## src/rtl/real_adder_arbiter.sv

```systemverilog
`default_nettype none
// ============================================================================
// Module      : real_adder_arbiter
// Description : Round-robin arbiter that lets NUM_REQ requesters share one
//               external combinational double-precision adder (BBFAdd). The
//               granted requester's operands are steered to add_in1/add_in2,
//               and the returned sum is captured in a single-entry result
//               register with a valid/ready handshake.
// Ports       : clock, reset           - clock / async active-high reset
//               req_valid/req_ready    - per-requester request handshake
//               req_a, req_b           - packed 64-bit operands per requester
//               add_in1/add_in2/add_out- shared adder connection
//               rsp_valid/rsp_ready    - result handshake
//               rsp_data, rsp_id       - registered sum and its owner
//               issue_cnt              - wrapping count of accepted requests
// Revision    : 1.0 - initial release
// ============================================================================
module real_adder_arbiter #(
    parameter int NUM_REQ = 4,
    parameter int ID_W    = 2
) (
    input  logic                    clock,
    input  logic                    reset,
    input  logic [NUM_REQ-1:0]      req_valid,
    output logic [NUM_REQ-1:0]      req_ready,
    input  logic [64*NUM_REQ-1:0]   req_a,
    input  logic [64*NUM_REQ-1:0]   req_b,
    output logic [63:0]             add_in1,
    output logic [63:0]             add_in2,
    input  logic [63:0]             add_out,
    output logic                    rsp_valid,
    input  logic                    rsp_ready,
    output logic [63:0]             rsp_data,
    output logic [ID_W-1:0]         rsp_id,
    output logic [15:0]             issue_cnt
);

    // One extra bit so rr_ptr + offset never overflows before the modulo fold.
    localparam int CAND_W = ID_W + 1;

    logic [ID_W-1:0]   rr_ptr_q,    rr_ptr_d;
    logic              rsp_valid_q, rsp_valid_d;
    logic [63:0]       rsp_data_q,  rsp_data_d;
    logic [ID_W-1:0]   rsp_id_q,    rsp_id_d;
    logic [15:0]       issue_cnt_q, issue_cnt_d;

    logic              slot_free;
    logic              found;
    logic              grant_valid;
    logic [ID_W-1:0]   grant_idx;
    logic [CAND_W-1:0] cand;

    // The slot can take a new result if it is empty or being drained now.
    // Reset gates the grant so no handshake completes while held in reset.
    assign slot_free   = !rsp_valid_q || rsp_ready;
    assign grant_valid = found && slot_free && !reset;

    // Round-robin search: first valid index at or above rr_ptr, wrapping.
    always_comb begin
        found     = 1'b0;
        grant_idx = '0;
        cand      = '0;
        for (int i = 0; i < NUM_REQ; i++) begin
            cand = {1'b0, rr_ptr_q} + CAND_W'(i);
            if (cand >= CAND_W'(NUM_REQ)) begin
                cand = cand - CAND_W'(NUM_REQ);
            end
            if (!found && req_valid[cand[ID_W-1:0]]) begin
                found     = 1'b1;
                grant_idx = cand[ID_W-1:0];
            end
        end
    end

    // Grant decode and operand steering; everything is zero without a grant.
    always_comb begin
        req_ready = '0;
        add_in1   = '0;
        add_in2   = '0;
        for (int i = 0; i < NUM_REQ; i++) begin
            if (grant_valid && (grant_idx == ID_W'(i))) begin
                req_ready[i] = 1'b1;
                add_in1      = req_a[64*i +: 64];
                add_in2      = req_b[64*i +: 64];
            end
        end
    end

    // Next-state: a grant overwrites the slot (covers the drain-and-refill
    // case with no bubble); a drain without a grant only clears valid.
    always_comb begin
        rr_ptr_d    = rr_ptr_q;
        rsp_valid_d = rsp_valid_q;
        rsp_data_d  = rsp_data_q;
        rsp_id_d    = rsp_id_q;
        issue_cnt_d = issue_cnt_q;
        if (grant_valid) begin
            rsp_valid_d = 1'b1;
            rsp_data_d  = add_out;
            rsp_id_d    = grant_idx;
            issue_cnt_d = issue_cnt_q + 16'd1;
            if (grant_idx == ID_W'(NUM_REQ - 1)) begin
                rr_ptr_d = '0;
            end else begin
                rr_ptr_d = grant_idx + ID_W'(1);
            end
        end else if (rsp_valid_q && rsp_ready) begin
            rsp_valid_d = 1'b0;
        end
    end

    always_ff @(posedge clock or posedge reset) begin
        if (reset) begin
            rr_ptr_q    <= '0;
            rsp_valid_q <= 1'b0;
            rsp_data_q  <= '0;
            rsp_id_q    <= '0;
            issue_cnt_q <= '0;
        end else begin
            rr_ptr_q    <= rr_ptr_d;
            rsp_valid_q <= rsp_valid_d;
            rsp_data_q  <= rsp_data_d;
            rsp_id_q    <= rsp_id_d;
            issue_cnt_q <= issue_cnt_d;
        end
    end

    assign rsp_valid = rsp_valid_q;
    assign rsp_data  = rsp_data_q;
    assign rsp_id    = rsp_id_q;
    assign issue_cnt = issue_cnt_q;

endmodule
`default_nettype wire
```

## config.mk

```make
export PLATFORM = sky130hd
export DESIGN_NAME = real_adder_arbiter
export DESIGN_NICKNAME = d
export VERILOG_FILES = /design/src/rtl/real_adder_arbiter.sv
export SDC_FILE = /design/constraint.sdc
export NUM_CORES = 1
export LEC_CHECK = 0
export ABC_AREA = 1
export BUFFER_PORTS_ARGS = -buffer_cell sky130_fd_sc_hd__buf_2
export CAP_MARGIN = 25
export CORE_AREA = 4 4 305 307
export CTS_CLUSTER_SIZE = 24
export DETAILED_ROUTE_END_ITERATION = 10
export DIE_AREA = 0 0 309 311
export PLACE_DENSITY = 0.43
export SLEW_MARGIN = 20
export SYNTH_ARGS = -nofsm -noshare
export SYNTH_HDL_FRONTEND = slang
export SYNTH_SLANG_ARGS = --single-unit
export TNS_END_PERCENT = 100
```

## constraint.sdc

```tcl
create_clock -name clock -period 4.55 [get_ports clock]
set_input_delay 0 -clock clock [delete_from_list [all_inputs] [get_ports clock]]
set_output_delay 0 -clock clock [all_outputs]
set_load 0.005 [all_outputs]
```

==> summary.txt <==
Status
  – Status: finished clean

Clock network
  – # Post-CTS Setup Buffers: 0
  – CTS tree: built
  – Cells resized by post-CTS repair: 0
  – CTS Sinks: 85
  – Inserted Clock Buffers: 9
  – CTS H-tree lvls: 3
  – Clock Pin Slew Worst Setup and Hold Paths: 0.07 ns
  – CTS root buf: clkbuf_16
  – Clk_lat worst skew: 0.35 ns
  – Clock tree buffer depth: 2

Timing
  – Tightest Pin Transition: 1.427 ns
  – Final max-slew violation count: 0
  – Normalized max-slew margin: 4.890%
  – Finish-stage setup viols: 0
  – Fin crit share: 88.95%
  – Achievable Freq: 0.2471 GHz
  – Tmin final: 4.047 ns
  – Hold Vio Cnt, Final: 0
  – Worst Skew: 0.01048 ns
  – Setup_tns: 0 ns
  – RSZ-0062 raised after global routing: false

Critical path
  – Slowest cell delay on critical path: 0.72 ns
  – Worst Path Buf+Inv: 4
  – Critical Path, Cell by Cell: inv_4 > nand2_1 > nand2_1 > nand2_1 > nand2_1 > nor2_4 > nand3_4 > buf_12 > buf_4 > nand4_1 > nand2_1 > nand2_1 > a21oi_1 > buf_2
  – Slowest CP cell: buf_4
  – Worst EP arrival: 4.05 ns
  – WS Path Type: register to primary output
  – Worst setup SP type: register
  – Cell mode on critical path: nand2_1
  – Cell family with most CP delay: buffers and inverters
  – Top fanout value on the critical path: 204
  – Worst EP required: 4.55 ns
  – Critical Path Sink Type: primary output

Routing
  – Via density per instance: 4.143
  – WL/cell: 19.34 um
  – Final ANT Viol Nets: 0
  – Drt pass-1 iters: 7
  – Drt drc: 0
  – Via count: 16,280
  – Total wire length: 75,990 um
  – Initial drt markers: 1,333

GRT
  – First-pass GRT wire length: 107,500 um
  – Initial antenna violation count: 27
  – Gr usage total: 14.76%
  – Overflow after GRT: 0
  – Vias in the first global route: 15,840
  – Pin count of the biggest net entering global routing: 205

Die
  – Core area: 90,010 um2
  – Vert. Die Dim: 311 um
  – Die area: 96,100 um2
  – Die width: 309 um
  – Ports: 798
  – Starting density of the core: 12.18%
  – Row Count: 110

Synthesis
  – Synth Register Bits: 85
  – Post-Synthesis Cells: 2,031
  – Number of synthesis warnings: 0
  – Syn_nets: 2,619
  – Syn Area/Cell: 5.398 um2
  – Seq/Total Area, Yosys: 19.40%
  – Post-Syn Area: 10,960 um2
  – Post-synthesis cell type count: 31

Place
  – Port Buffer Count: 797
  – GPL Wtd Cong: 0.9087
  – DP HPWL: 59,010 um
  – Placed insts: 3,831

Hold path
  – Hold/Removal Path Class: input port to async pin

Finish
  – Post-Layout Cell Count: 3,929
  – Final net count: 3,321
  – Fraction of layout cells with a size suffix above 1: 31.88%
  – Area grow syn2layout: 54.37%

Power
  – Worst vdd ir: 0.7286 mV
  – Leakage power total: 0.009779 uW
  – Total power: 13,500 uW
  – Power per cell area: 797.4 nW/um2

Run
  – Max_cap viols: 0
[routing by layer]
metal,global-route usage [%],vias up,share of wire (%)
li1,-,8003,-
met1,19.47,7540,45
met2,24.51,654,46
met3,3.444,71,7.3
met4,3.053,10,2.0
met5,0,-,0.088
[synthesized netlist by cell type]
library cell    n  area share (%)
nand2_1       629              22
nand4_1       388              22
nor2_1        269             9.2
inv_1         259             8.9
a21oi_1       128             5.8
clkbuf_1       91             3.1
dfrtp_1        85              19
buf_2          76             3.5
inv_2          21            0.72
buf_1          19            0.65
xor2_1         13             1.0
buf_6          11             1.1
nand3_1         8            0.37
o21ai_0         7            0.32
ha_1            5            0.57
nor3_1          4            0.18
xnor2_1         3            0.24
buf_4           2            0.14
and2_1          1           0.057
buf_8           1            0.14
inv_4           1           0.057
nand2_2         1           0.057
nand2_4         1            0.10
nand3_2         1           0.091
nand3_4         1            0.16
nor2_2          1           0.057
nor2_4          1            0.10
nor4_1          1           0.057
o211ai_1        1           0.069
o21a_1          1           0.069
o21ai_1         1           0.046
[worst reg2reg max path, stage by stage (launching register included)]
cell     delay, ns
dfrtp_1       0.50
inv_4         0.14
nand2_1       0.05
nand2_1       0.10
nand2_1       0.08
nand2_1       0.12
nor2_4        0.06
nand3_4       0.07
buf_12        0.39
nand2_2       0.17
inv_2         0.14
buf_4         0.62
nand3_1       0.24
xor2_1        0.18
[registers in the layout, summed over array words and instances (netlist names)]
register and count:
issue_cnt 16, rsp_data 64, rr_ptr_q 2, rsp_id 2, rsp_valid 1
[cells by family after synthesis]
family	synth area share, %
AND/OR/NAND/NOR	54.12
XOR/XNOR	1.278
flip-flops	19.40
adder cells (fa/ha/maj)	0.5706
AO/OA/AOI/OAI	6.346
buffers and inverters	18.28
[cells in the final DEF, fill, tap and decap left out]
| master | n |
|---|---|
| ha_1 | 2 |
| o21ai_1 | 1 |
| dlygate4sd3_1 | 66 |
| nand3_1 | 8 |
| ha_4 | 3 |
| xor2_1 | 13 |
| nor2_1 | 269 |
| nand4_1 | 388 |
| xnor2_1 | 3 |
| diode_2 | 15 |
| a21oi_1 | 128 |
| nor3_1 | 4 |
| clkinvlp_4 | 1 |
| buf_12 | 13 |
| inv_2 | 21 |
| clkbuf_8 | 2 |
| o21ai_0 | 7 |
| clkinv_2 | 1 |
| buf_4 | 15 |
| inv_1 | 258 |
| bufinv_16 | 1 |
| dfrtp_1 | 85 |
| o21a_1 | 1 |
| nand3_4 | 2 |
| inv_6 | 3 |
| nand2_8 | 1 |
| clkbuf_16 | 9 |
| nand2_2 | 1 |
| inv_4 | 1 |
| and2_1 | 1 |
| buf_2 | 797 |
| nor4_1 | 1 |
| nor2_4 | 2 |
| o211ai_1 | 1 |
| nand2_1 | 629 |
[cell type report]
class,instances,area [um2]
fill,10740,73090
multi-input combinational,1465,6890
timing repair buffer,891,5022
sequential,85,2127
tap,1176,1471
inverter,281,1059
clock buffer,11,252.7
clock inverter,5,63.81
antenna,15,37.54
[power by group]
| part | internal (uW) | switching [uW] | total, uW |
|---|---|---|---|
| clock | 462 | 337 | 799 |
| combinational | 3760 | 7630 | 11400 |
| sequential | 1100 | 211 | 1310 |
| total | 5320 | 8180 | 13500 |
[stage by stage]
step	hold slack, ns	utilization [%]	setup slack, ns	cell area, um2
floorplan	0.09645	-	1.784	10960
CTS	0.3197	18.74	0.5960	16870
global placement	0.1952	17.65	0.9289	15890
global route	0.2360	18.78	0.2453	16900
detailed placement	0.1982	17.65	0.9997	15890
finish	0.2051	18.80	0.5030	16920
[path summary, 6_finish.rpt]
path	start	to	slack, ns	cells after the start
max in group asynchronous	reset	rsp_data[42]	3.28	5
max	rr_ptr_q[0]	add_in2[62]	0.50	14
min reg2reg	rsp_data[41]	rsp_data[41]	0.47	2
max reg2reg	rr_ptr_q[0]	issue_cnt[9]	1.55	13
min in group clock	req_b[255]	add_in2[63]	0.32	4
min	reset	issue_cnt[0]	0.21	3
[what timing repair did]
action | CTS | global route
endpoints found under the setup margin | 0 | 0
endpoints found under the hold margin | 112 | 0
hold buffers | 66 | 0
Power figures use the tool's default switching activity.
